[config.mk]
export PLATFORM = sky130hd
export DESIGN_NAME = mod_updown_counter
export DESIGN_NICKNAME = d
export VERILOG_FILES = /design/src/rtl/mod_updown_counter.sv
export SDC_FILE = /design/constraint.sdc
export NUM_CORES = 1
export LEC_CHECK = 0
export CORE_MARGIN = 3
export CORE_UTILIZATION = 33
export DETAILED_ROUTE_END_ITERATION = 7
export GPL_TIMING_DRIVEN = 0
export PLACE_DENSITY = 0.7
export SLEW_MARGIN = 10
export SYNTH_ARGS = -nofsm -noshare
export SYNTH_HDL_FRONTEND = slang
export SYNTH_SLANG_ARGS = --single-unit
[constraint.sdc]
create_clock -name clk -period 2.4 [get_ports clk]
set_clock_uncertainty 0.2 [all_clocks]
set_input_delay 0.48 -clock clk [delete_from_list [all_inputs] [get_ports clk]]
set_output_delay 0.48 -clock clk [all_outputs]
set_load 0.05 [all_outputs]
[src/rtl/mod_updown_counter.sv]
`default_nettype none
// ============================================================================
//  Module   : mod_updown_counter
//  Purpose  : Up/down counter with programmable modulus, optional saturation,
//             enable prescaler, clear/load, limit pulses and compare match.
//  Revision : 1.0
// ============================================================================
module mod_updown_counter #(
    parameter int WIDTH    = 8,
    parameter int MAX      = 2**WIDTH - 1,
    parameter bit SATURATE = 1'b0,
    parameter int PRESCALE = 1
) (
    input  logic             clk,
    input  logic             rst,
    input  logic             en,
    input  logic             clr,
    input  logic             load,
    input  logic [WIDTH-1:0] d,
    input  logic             up,
    input  logic [WIDTH-1:0] cmp,
    output logic [WIDTH-1:0] q,
    output logic             tc,
    output logic             ovf,
    output logic             unf,
    output logic             match
);

    localparam int               PRE_W    = (PRESCALE > 1) ? $clog2(PRESCALE) : 1;
    localparam logic [WIDTH-1:0] MAX_V    = WIDTH'(MAX);
    localparam logic [PRE_W-1:0] PRE_LAST = PRE_W'(PRESCALE - 1);

    logic [WIDTH-1:0] count_q, count_d;
    logic [PRE_W-1:0] pre_q,   pre_d;
    logic             ovf_q,   ovf_d;
    logic             unf_q,   unf_d;

    always_comb begin
        count_d = count_q;
        pre_d   = pre_q;
        ovf_d   = 1'b0;
        unf_d   = 1'b0;
        if (clr) begin
            count_d = '0;
            pre_d   = '0;
        end else if (load) begin
            count_d = (d > MAX_V) ? MAX_V : d;
            pre_d   = '0;
        end else if (en) begin
            if (pre_q != PRE_LAST) begin
                pre_d = pre_q + 1'b1;
            end else begin
                pre_d = '0;
                if (up) begin
                    if (count_q != MAX_V) begin
                        count_d = count_q + 1'b1;
                    end else begin
                        count_d = SATURATE ? count_q : '0;
                        ovf_d   = 1'b1;
                    end
                end else begin
                    if (count_q != '0) begin
                        count_d = count_q - 1'b1;
                    end else begin
                        count_d = SATURATE ? count_q : MAX_V;
                        unf_d   = 1'b1;
                    end
                end
            end
        end
    end

    always_ff @(posedge clk or negedge rst) begin
        if (!rst) begin
            count_q <= '0;
            pre_q   <= '0;
            ovf_q   <= 1'b0;
            unf_q   <= 1'b0;
        end else begin
            count_q <= count_d;
            pre_q   <= pre_d;
            ovf_q   <= ovf_d;
            unf_q   <= unf_d;
        end
    end

    // Flags are decoded from the registered count; q can never exceed MAX.
    assign q     = count_q;
    assign ovf   = ovf_q;
    assign unf   = unf_q;
    assign tc    = (up && (count_q == MAX_V)) || (!up && (count_q == '0));
    assign match = (count_q == cmp);

endmodule
`default_nettype wire

==> Implementation_results.wiki, run 1 <==
{| class="wikitable"
! Metric !! Value
|-
| Status || complete, no violations
|-
| Final cycle utilization of the critical path || a little over nine tenths
|-
| EDFF count, synth || 0
|-
| Initial detailed-routing violation count || 50
|-
| Number of cells on the worst reg-to-reg path || 9
|-
| Drc violations || 0
|-
| Post-route standard cell area excluding fillers || 1560 um2
|-
| First-pass GRT wire length || 5.54 mm
|-
| Height of the chip || 62.4 um
|-
| Fraction of layout instances using a drive strength above 1 || ~23%
|-
| Max rail drop VDD || ~0.00031 V
|-
| Count of standard-cell rows || 19
|-
| Final count of hold timing violations || 0
|-
| Number of setup violations in the final report || 0
|-
| Reg-to-reg endpoint || q[3]
|-
| Setup slack of the most critical reg-to-reg path || 0.36 ns
|-
| Hold Crit Class || in -> async
|-
| Top achievable clock speed || ~420 MHz
|-
| Actual transition at the worst max-transition pin || 0.508 ns
|-
| Element type at the critical path start || flip-flop
|-
| Buffers from clock root to sink, at most || 2
|-
| Largest family of logic cells by synthesized area || simple AND/OR/NAND/NOR gates
|-
| P per Cell Area || 417 nW/um2
|-
| Last element of the critical path || tc
|-
| Die Area || approximately 3900 um2
|-
| Number of nets produced by synthesis || 154
|-
| RSZ-0062 raised after global routing || yes
|-
| Type of destination of the critical path || primary output
|-
| Post-synthesis share of cell area spent on full adders, half adders and majority gates || under 10%
|-
| Crit. Startpoint || q[0]
|-
| Worst rel slew slack || 66.0%
|-
| HPWL after DPL || ~2.5 mm
|-
| Via count of the first global-routing pass || around 1100
|-
| Number of max-slew violations in the final report || 0
|-
| Largest stage delay on the critical path || 0.36 ns
|-
| Sink Count || 10
|-
| Routed length per placed instance || 16.1 um
|-
| Post-synthesis async set-or-reset flop share || 100%
|-
| Cell area after technology mapping || 1050 um2
|-
| Final hold slack || 0.340 ns
|-
| Post-layout minimum cycle time || 2.36 ns
|-
| Initial Util || 36.2%
|-
| Dominant cell type by area after synthesis || dfrtp_1
|-
| CP Data Required Time || ~1.7 ns
|-
| Number of buffers added on ports || 31
|-
| TritonCTS clock tree || built
|-
| Top cells by area, synth || dfrtp_1 24%, xnor2_1 7.5%, nor3_1 3.8%
|-
| Filler cell count || 296
|-
| Vias || 1186
|-
| Most frequently used flop master after synthesis || dfrtp_1
|-
| Synth Area in Simple Gates || about a third
|-
| # diodes || 0
|-
| Sequential-to-total area share from yosys stat || a little under a quarter
|-
| Final cell count without fillers || 215
|-
| Worst endpoint data arrival time || 1.68 ns
|-
| Cell chain of the critical path || buf_4 > ha_2 > and3_2 > nand3_1 > o21ai_4 > buf_6
|-
| Startpoint of the lowest-slack register-to-register path || q[1]
|-
| GRT Resource Usage Total || around 18%
|-
| Yosys top cell area share || 23.9%
|-
| Most common cell in the synthesized netlist || dfrtp_1
|-
| Storage element area || ~250 um2
|-
| Most numerous cell types in the synthesized netlist || 10 x dfrtp_1, 9 x xnor2_1, 8 x nor3_1
|-
| Post-layout nets || 200
|-
| Syn-to-layout area delta || 48.6%
|-
| Source-to-sink clock delay at the later pin of the worst-skew pair || between 0.2 and 0.3 ns
|-
| Area of the placeable core || 2900 um2
|-
| DRT antenna net count || 0
|-
| Die span in x || ~62 um
|-
| Summed negative setup slack over all endpoints || 0 ns
|-
| Count of state elements after synthesis || 10
|-
| Number of antenna violations at the first check in global routing || 0
|-
| Number of buffers inserted during clock tree synthesis || 3
|-
| Syn avg cell area || 8.13 um2
|-
| Critical Path Slowest Stage Cell || dfrtp_1
|-
| Maximum number of pins on one net before global-route repair || 11
|-
| Cells after DPL || between 200 and 250
|-
| Cell count after synthesis || roughly 130
|-
| Syn. warnings || 0
|-
| Pre-antenna DRT Iters || 4
|-
| Xor and xnor area share after synthesis || 7.52%
|-
| Final wirelength || 3.45 mm
|-
| Count of maximum capacitance violations || 0
|-
| Multiplexer share of the synthesized area || 2.03%
|-
| Maximum fanout count along the critical path || 7
|-
| Kind of critical path || reg -> out
|-
| Root buffer selected by CTS || clkbuf_4
|-
| Clock slew at reported path FFs || around 0.07 ns
|-
| LEAKAGE || approximately 0.00061 uW
|-
| Share of the synthesized area in compound gates (AO/OA/AOI/OAI) || 22.1%
|-
| H-Tree Level Count || 1
|-
| Total I/O pin count || 34
|-
| Area after DPL || 1430 um2
|-
| GR Overflow Total || 0
|-
| Routability congestion estimate || 0.894
|-
| Count of cell types in the netlist || 45
|-
| Multi-input gate area || 729 um2
|-
| Via density per instance || 5.52
|}
## logic make-up (layout without fill, tap and decap cells)
| group | Yosys count | after routing |
|---|---|---|
| AOI/OAI and AO/OA | 34 | 34 |
| DFF | 10 | 10 |
| and+or+nand+nor | 53 | 53 |
| muxes | 2 | 2 |
| adders and majority gates | 3 | 3 |
| buffers and inverters | 18 | 62 |
| xor gates and xnor gates | 9 | 9 |
## timing repair
action,4_1_cts,5_1_grt
buffers inserted,4,6
pin swaps,0,2
resized for setup,14,12
setup endpoints to repair,2,3
hold buffers,0,0
## critical path, delay by kind of cell, from the launching register on
| kind | cells | cell delay, ns |
|---|---|---|
| and+or+nand+nor | 2 | 0.40 |
| DFF | 1 | 0.36 |
| buffers and inverters | 2 | 0.29 |
| adders and majority gates | 1 | 0.24 |
| AOI/OAI and AO/OA | 1 | 0.11 |
## area by class of cell
cell class	instances	share of cell area, %
multi-input combinational	101	46.8
timing repair buffer	41	24.7
sequential	10	16.1
buffer	12	5.62
tap	42	3.37
inverter	6	1.93
clock buffer	3	1.45
## report_power, final
part	internal [uW]	switching [uW]	leakage [uW]
combinational	157	182	0.000470
sequential	180	12.2	0.000131
clock	58.2	61.3	0.0000138
## cell usage in the layout (no fill, tap or decap), types with 4 or more instances in the layout
cell type / n
nor2_1: 6
xnor2_1: 9
nand3_1: 7
dfrtp_1: 9
nor2b_1: 5
clkdlybuf4s50_1: 28
nor3_1: 8
inv_1: 4
a21oi_1: 7
nand2_1: 6
a31oi_1: 4
buf_4: 11
buf_6: 4
buf_2: 5
nand4_1: 5
## metrics by stage
step / util (%) / power [uW] / setup WS (ns)
after floorplan: - / 394 / -0.0586
after global placement: 49.1 / 488 / -0.614
after detailed placement: 49.1 / 494 / -0.650
after CTS: 51.3 / 634 / -0.0750
after global routing: 53.7 / 690 / -0.0730
final: 53.7 / 650 / 0.0409
## metal layers
metal / track usage, % / vias to the layer above / part of all wire, %
met5: 0 / - / 0
met4: 5.23 / 0 / 1.1
met3: 3.96 / 4 / 6.6
met2: 28.8 / 58 / 50
met1: 23.8 / 560 / 42
li1: - / 564 / -
## how the worst min path moves through the flow
stage / startpoint / to / slack [ns] / depth (start not counted)
after CTS: rst / q[0] / 0.36 / 1
after global placement: q[3] / q[3] / 0.52 / 3
final: rst / q[4] / 0.34 / 1
after global routing: rst / q[0] / 0.37 / 1
after floorplan: rst / ovf / -0.02 / 0
after detailed placement: q[3] / q[3] / 0.53 / 3
## state kept, by name, summed over array words and instances (netlist names)
register and flops:
q 8, unf 1, ovf 1
Note: power is estimated with default switching activity, not from simulation.
==> inputs of run 2 (changes only) <==
--- a/config.mk
+++ b/config.mk
@@ -5,11 +5,14 @@
 export SDC_FILE = /design/constraint.sdc
 export NUM_CORES = 1
 export LEC_CHECK = 0
+export ABC_AREA = 1
 export CORE_MARGIN = 3
 export CORE_UTILIZATION = 33
+export CTS_CLUSTER_DIAMETER = 200
+export CTS_CLUSTER_SIZE = 25
 export DETAILED_ROUTE_END_ITERATION = 7
 export GPL_TIMING_DRIVEN = 0
-export PLACE_DENSITY = 0.7
+export PLACE_DENSITY = 0.69
 export SLEW_MARGIN = 10
 export SYNTH_ARGS = -nofsm -noshare
 export SYNTH_HDL_FRONTEND = slang
==> Implementation_results.wiki, run 2 <==
{| class="wikitable"
! Metric !! Value
|-
| Status || complete, no violations (unchanged)
|-
| Syn avg cell area || 6.25 um2 (was 8.13 um2)
|-
| Area of the placeable core || 2900 um2 (unchanged)
|-
| Count of standard-cell rows || 19 (unchanged)
|-
| Final count of hold timing violations || 0 (unchanged)
|-
| Yosys top cell area share || 23.7% (was 23.9%)
|-
| H-Tree Level Count || 1 (unchanged)
|-
| Count of maximum capacitance violations || 0 (unchanged)
|-
| Final wirelength || 2.78 mm (was 3.45 mm)
|-
| Top cells by area, synth || dfrtp_1 24%, nand2_1 22%, nand3_1 7.6% (was dfrtp_1 24%, xnor2_1 7.5%, nor3_1 3.8%)
|-
| Via count of the first global-routing pass || 935 (was 1110)
|-
| Number of buffers added on ports || 33 (was 31)
|-
| Routability congestion estimate || 0.830 (was 0.894)
|-
| Worst rel slew slack || 59.9% (was 66.0%)
|-
| Total I/O pin count || 34 (unchanged)
|-
| Top library cells by usage in the layout, fill and taps aside || 62 x nand2_1, 31 x clkdlybuf4s50_1, 16 x nand3_1 (was 28 x clkdlybuf4s50_1, 11 x buf_4, 9 x xnor2_1, 9 x dfrtp_1, 8 x nor3_1)
|-
| Most numerous cell types in the synthesized netlist || 62 x nand2_1, 16 x nand3_1, 15 x inv_1, 10 x dfrtp_1, 10 x o21ai_0 (was 10 x dfrtp_1, 9 x xnor2_1, 8 x nor3_1)
|-
| Post-layout minimum cycle time || 2.34 ns (was 2.36 ns)
|-
| First-pass GRT wire length || 4.30 mm (was 5.54 mm)
|-
| LEAKAGE || 0.000715 uW (was 0.000615 uW)
|-
| HPWL after DPL || 2.14 mm (was 2.47 mm)
|-
| GR Overflow Total || 0 (unchanged)
|-
| Worst endpoint data arrival time || 1.66 ns (was 1.68 ns)
|-
| Max rail drop VDD || 0.000252 V (was 0.000313 V)
|-
| Top achievable clock speed || 428 MHz (was 424 MHz)
|-
| Height of the chip || 62.6 um (was 62.4 um)
|-
| Number of buffers inserted during clock tree synthesis || 3 (unchanged)
|-
| Pre-antenna DRT Iters || 4 (unchanged)
|-
| Source-to-sink clock delay at the later pin of the worst-skew pair || 0.28 ns (was 0.27 ns)
|-
| Cell count after synthesis || 169 (was 129)
|-
| Drc violations || 0 (unchanged)
|-
| Post-synthesis async set-or-reset flop share || 100% (unchanged)
|-
| Most common cell after layout, fill and taps aside || nand2_1 (was clkdlybuf4s50_1)
|-
| Final design utilization || 52.5% (was 53.7%)
|-
| Via density per instance || 4.66 (was 5.52)
|-
| Syn. warnings || 0 (unchanged)
|-
| Syn-to-layout area delta || 44.1% (was 48.6%)
|-
| Hold Crit Class || in -> async (unchanged)
|-
| Filler cell count || 316 (was 296)
|-
| Root buffer selected by CTS || clkbuf_4 (unchanged)
|-
| CP Data Required Time || 1.72 ns (about the same)
|-
| Clock slew at reported path FFs || 0.07 ns (about the same)
|-
| Largest register FFs || 8 (unchanged)
|-
| Number of nets produced by synthesis || 194 (was 154)
|-
| # diodes || 0 (unchanged)
|-
| Count of state elements after synthesis || 10 (unchanged)
|-
| Actual transition at the worst max-transition pin || 0.598 ns (was 0.508 ns)
|-
| EDFF count, synth || 0 (unchanged)
|-
| Maximum fanout count along the critical path || 10 (was 7)
|-
| Initial detailed-routing violation count || 21 (was 50)
|-
| Number of setup violations in the final report || 0 (unchanged)
|-
| Number of max-slew violations in the final report || 0 (unchanged)
|-
| RSZ-0062 raised after global routing || no (was yes)
|-
| Most frequently used flop master after synthesis || dfrtp_1 (unchanged)
|-
| Number of antenna violations at the first check in global routing || 0 (unchanged)
|-
| Maximum number of pins on one net before global-route repair || 11 (unchanged)
|-
| Count of cell types in the netlist || 26 (was 45)
|-
| Cells after DPL || 244 (was 202)
|-
| Sink Count || 10 (unchanged)
|-
| Initial Util || 36.4% (was 36.2%)
|-
| Cell area after technology mapping || 1060 um2 (was 1050 um2)
|-
| Post-layout nets || 236 (was 200)
|-
| Die Area || 3920 um2 (was 3890 um2)
|-
| Dominant cell type by area after synthesis || dfrtp_1 (unchanged)
|-
| Sequential-to-total area share from yosys stat || 23.7% (was 23.9%)
|-
| Final cell count without fillers || 251 (was 215)
|-
| Routed length per placed instance || 11.1 um (was 16.1 um)
|-
| Type of destination of the critical path || primary output (unchanged)
|-
| Most common cell in the synthesized netlist || nand2_1 (was dfrtp_1)
|-
| Final cycle utilization of the critical path || 97.4% (was 98.3%)
|-
| DRT antenna net count || 0 (unchanged)
|-
| Die span in x || 62.6 um (was 62.4 um)
|-
| GRT Resource Usage Total || 13.5% (was 17.8%)
|-
| Vias || 1169 (was 1186)
|-
| Kind of critical path || in -> out (was reg -> out)
|-
| Fraction of layout instances using a drive strength above 1 || 16.7% (was 22.5%)
|-
| Element type at the critical path start || primary input (was flip-flop)
|-
| Buffers from clock root to sink, at most || 2 (unchanged)
|-
| P per Cell Area || 427 nW/um2 (was 417 nW/um2)
|-
| TritonCTS clock tree || built (unchanged)
|}
==> run 2: area by class of cell <==
| class | count | area, um2 | share of cell area [%] |
|---|---|---|---|
| buffer | 6 | 52.6 | 3.45 |
| clock buffer | 3 | 22.5 | 1.48 |
| inverter | 19 | 73.8 | 4.85 |
| multi-input combinational | 134 | 704 | 46.3 |
| sequential | 10 | 253 | 16.6 |
| tap | 42 | 52.6 | 3.45 |
| timing repair buffer | 37 | 363 | 23.8 |
==> run 2: final timing paths <==
kind,endpoint,depth (start not counted),slack [ns],start
hold reg to reg,q[1],2,0.39,q[1]
min in group clk,q[1],2,0.39,q[1]
setup reg to reg,q[7],10,0.69,q[1]
hold / removal,q[1],1,0.32,rst
max in group asynchronous,q[0],1,1.34,rst
setup / recovery,tc,5,0.06,up
==> run 2: cells by family after synthesis <==
kind of cell / after synthesis / share of synthesized area (%)
fa+ha+maj: 3 / 3.55
compound gates: 17 / 8.41
buf+inv: 25 / 11.5
flops: 10 / 23.7
simple gates: 106 / 46.2
xor+xnor: 8 / 6.64
==> run 2: timing repair <==
item                                    CTS  global route
resized for setup                        11            10
buffers inserted                          0             4
pin swaps                                 0             2
hold buffers                              0             0
endpoints found under the setup margin    2             2
==> run 2: power by group <==
group / switching [uW] / internal [uW] / total (uW) / leakage, uW
clock: 62.3 / 58.2 / 120 / 0.0000138
combinational: 195 / 137 / 332 / 0.000571
sequential: 16.2 / 181 / 197 / 0.000130
==> run 2: metal layers <==
| layer | track usage, % | part of all wire (%) | vias up |
|---|---|---|---|
| li1 | - | - | 617 |
| met3 | 3.78 | 4.4 | 4 |
| met2 | 22.8 | 47 | 30 |
| met1 | 17.5 | 47 | 518 |
| met4 | 1.65 | 1.0 | 0 |
| met5 | 0 | 0 | - |
==> run 2: through the flow <==
stage	area (um2)	worst slack (ns)	hold slack (ns)	power [uW]	TNS [ns]
after floorplan	1070	0.0312	-0.0156	413	0
after global placement	1450	-0.601	0.428	517	-1.13
after detailed placement	1450	-0.600	0.418	518	-1.14
after CTS	1470	0.00833	0.347	633	0
after global routing	1520	0.00609	0.341	690	0
final	1520	0.0616	0.321	649	0
==> run 2: worst max-delay path, stage by stage <==
cell	delay [ns]
clkdlybuf4s50_1	0.52
clkbuf_4	0.21
nand4_1	0.16
nand2_1	0.12
buf_6	0.16
==> inputs of run 3 (changes only) <==
--- a/config.mk
+++ b/config.mk
@@ -13,6 +13,7 @@
 export DETAILED_ROUTE_END_ITERATION = 7
 export GPL_TIMING_DRIVEN = 0
 export PLACE_DENSITY = 0.69
+export SETUP_SLACK_MARGIN = 0.1
 export SLEW_MARGIN = 10
 export SYNTH_ARGS = -nofsm -noshare
 export SYNTH_HDL_FRONTEND = slang
==> Implementation_results.wiki, run 3 (synthesis results as in run 2) <==
{| class="wikitable"
! Metric !! Value
|-
| CP Data Required Time || 1.72 ns (about the same)
|-
| H-Tree Level Count || 1 (unchanged)
|-
| Top achievable clock speed || 439 MHz (was 428 MHz)
|-
| First-pass GRT wire length || 5.11 mm (was 4.30 mm)
|-
| Source-to-sink clock delay at the later pin of the worst-skew pair || 0.27 ns (was 0.28 ns)
|-
| Number of antenna violations at the first check in global routing || 0 (unchanged)
|-
| Worst rel slew slack || 61.7% (was 59.9%)
|-
| Largest register FFs || 8 (unchanged)
|-
| GRT Resource Usage Total || 15.9% (was 13.5%)
|-
| Type of destination of the critical path || primary output (unchanged)
|-
| Root buffer selected by CTS || clkbuf_4 (unchanged)
|-
| Number of max-slew violations in the final report || 0 (unchanged)
|-
| Most common cell after layout, fill and taps aside || nand2_1 (unchanged)
|-
| Routed length per placed instance || 11.6 um (was 11.1 um)
|-
| Area after DPL || 1460 um2 (was 1450 um2)
|-
| # diodes || 0 (unchanged)
|-
| Maximum number of pins on one net before global-route repair || 11 (unchanged)
|-
| Die Area || 3920 um2 (unchanged)
|-
| Final cell count without fillers || 260 (was 251)
|-
| Worst slack, placed || -0.625 ns (was -0.600 ns)
|-
| TritonCTS clock tree || built (unchanged)
|-
| Die span in x || 62.6 um (unchanged)
|-
| Syn-to-layout area delta || 57.0% (was 44.1%)
|-
| Cell chain of the critical path || buf_4 > clkdlybuf4s50_1 (was clkdlybuf4s50_1 > clkbuf_4 > nand4_1 > nand2_1 > buf_6)
|-
| Maximum fanout count along the critical path || 4 (was 10)
|-
| Pre-antenna DRT Iters || 4 (unchanged)
|-
| Clock slew at reported path FFs || 0.07 ns (about the same)
|-
| Final design utilization || 57.2% (was 52.5%)
|-
| Worst endpoint data arrival time || 1.60 ns (was 1.66 ns)
|-
| Post-layout nets || 244 (was 236)
|-
| P per Cell Area || 431 nW/um2 (was 427 nW/um2)
|-
| Area of the placeable core || 2900 um2 (unchanged)
|-
| Final cycle utilization of the critical path || 94.9% (was 97.4%)
|-
| LEAKAGE || 0.000826 uW (was 0.000715 uW)
|-
| Actual transition at the worst max-transition pin || 0.571 ns (was 0.598 ns)
|-
| HPWL after DPL || 2.14 mm (about the same)
|-
| Number of setup violations in the final report || 0 (unchanged)
|-
| Routability congestion estimate || 0.906 (was 0.830)
|-
| Final wirelength || 3.00 mm (was 2.78 mm)
|-
| Via density per instance || 4.55 (was 4.66)
|-
| Count of standard-cell rows || 19 (unchanged)
|-
| Hold Crit Class || in -> async (unchanged)
|-
| Fraction of layout instances using a drive strength above 1 || 26.1% (was 16.7%)
|-
| Via count of the first global-routing pass || 1120 (was 935)
|-
| Final hold slack || 0.328 ns (was 0.321 ns)
|-
| Filler cell count || 289 (was 316)
|-
| Number of buffers added on ports || 33 (unchanged)
|-
| Number of buffers inserted during clock tree synthesis || 3 (unchanged)
|-
| Element type at the critical path start || flip-flop (was primary input)
|-
| Critical Path Slowest Stage Cell || clkdlybuf4s50_1 (unchanged)
|-
| Height of the chip || 62.6 um (unchanged)
|-
| Max rail drop VDD || 0.000300 V (was 0.000252 V)
|-
| Post-route standard cell area excluding fillers || 1660 um2 (was 1520 um2)
|-
| Drc violations || 0 (unchanged)
|-
| Final count of hold timing violations || 0 (unchanged)
|-
| Total I/O pin count || 34 (unchanged)
|-
| Cts-stage hold buffer count || 0 (unchanged)
|-
| Largest stage delay on the critical path || 0.79 ns (was 0.52 ns)
|-
| Initial detailed-routing violation count || 30 (was 21)
|-
| RSZ-0062 raised after global routing || yes (was no)
|-
| Cells after DPL || 244 (unchanged)
|-
| Kind of critical path || reg -> out (was in -> out)
|-
| DRT antenna net count || 0 (unchanged)
|-
| Buffers from clock root to sink, at most || 2 (unchanged)
|-
| Worst path setup slack after routing || 0.123 ns (was 0.0616 ns)
|-
| Status || complete, no violations (unchanged)
|-
| GR Overflow Total || 0 (unchanged)
|-
| Vias || 1184 (was 1169)
|-
| Initial Util || 36.4% (unchanged)
|-
| Sink Count || 10 (unchanged)
|-
| Top library cells by usage in the layout, fill and taps aside || 60 x nand2_1, 23 x clkdlybuf4s50_1, 15 x nand3_1 (was 62 x nand2_1, 31 x clkdlybuf4s50_1, 16 x nand3_1)
|-
| Post-layout minimum cycle time || 2.28 ns (was 2.34 ns)
|-
| Count of maximum capacitance violations || 0 (unchanged)
|}
-- run 3: cell count changes in the layout (fill, tap and decap cells not counted), moves of 5 or more --
cell,delta
clkdlybuf4s50_1,-8
buf_4,+7
dfrtp_2,+6
dfrtp_1,-6
dlymetal6s2s_1,+5
-- run 3: where the power goes --
group	switching [uW]	internal [uW]	total [uW]
clock	63.1	92.3	155
combinational	206	156	363
sequential	13.3	183	196
total	283	432	714
-- run 3: final timing paths --
| path | start | endpoint | slack [ns] | cells past startpoint |
|---|---|---|---|---|
| setup / recovery | q[1] | q[1] | 0.12 | 2 |
| hold / removal | rst | unf | 0.33 | 1 |
| setup reg to reg | q[0] | q[4] | 0.57 | 11 |
| hold reg to reg | q[1] | q[1] | 0.35 | 2 |
| max in group asynchronous | rst | q[6] | 1.32 | 1 |
| min in group clk | q[1] | q[1] | 0.35 | 2 |
-- run 3: area by class of cell --
cell class	count	area, um2	share of cell area [%]
plain buffers	6	63.8	3.85
inverters	19	71.3	4.30
multi-input cells	134	742	44.8
well taps	42	52.6	3.17
repair buffers	45	432	26.0
flip-flops and latches	10	260	15.7
clock buffers	4	36.3	2.19
-- run 3: critical path, delay by kind of cell (launching register included) --
family,cells,cell delay (ns)
buffers and inverters,2,0.92
flip-flops,1,0.40
-- run 3: what timing repair did --
action | 4_1_cts | 5_1_grt
pin swaps | 3 | 8
endpoints found under the hold margin | 0 | 0
endpoints found under the setup margin | 3 | 2
resized for setup | 19 | 19
buffers inserted | 3 | 9
-- run 3: routing by layer --
| layer | part of all wire, % | global-route usage, % | vias up |
|---|---|---|---|
| li1 | - | - | 634 |
| met1 | 47 | 21.5 | 514 |
| met2 | 47 | 25.0 | 34 |
| met3 | 5.4 | 4.50 | 2 |
| met4 | 0.43 | 3.31 | 0 |
| met5 | 0 | 0 | - |
-- run 3: metrics by stage --
| stage | TNS, ns | power, uW |
|---|---|---|
| 3_3_place_gp | -1.20 | 517 |
| 5_1_grt | 0 | 767 |
| 2_1_floorplan | 0 | 415 |
| 3_5_place_dp | -1.19 | 518 |
| 6_report | 0 | 714 |
| 4_1_cts | 0 | 680 |
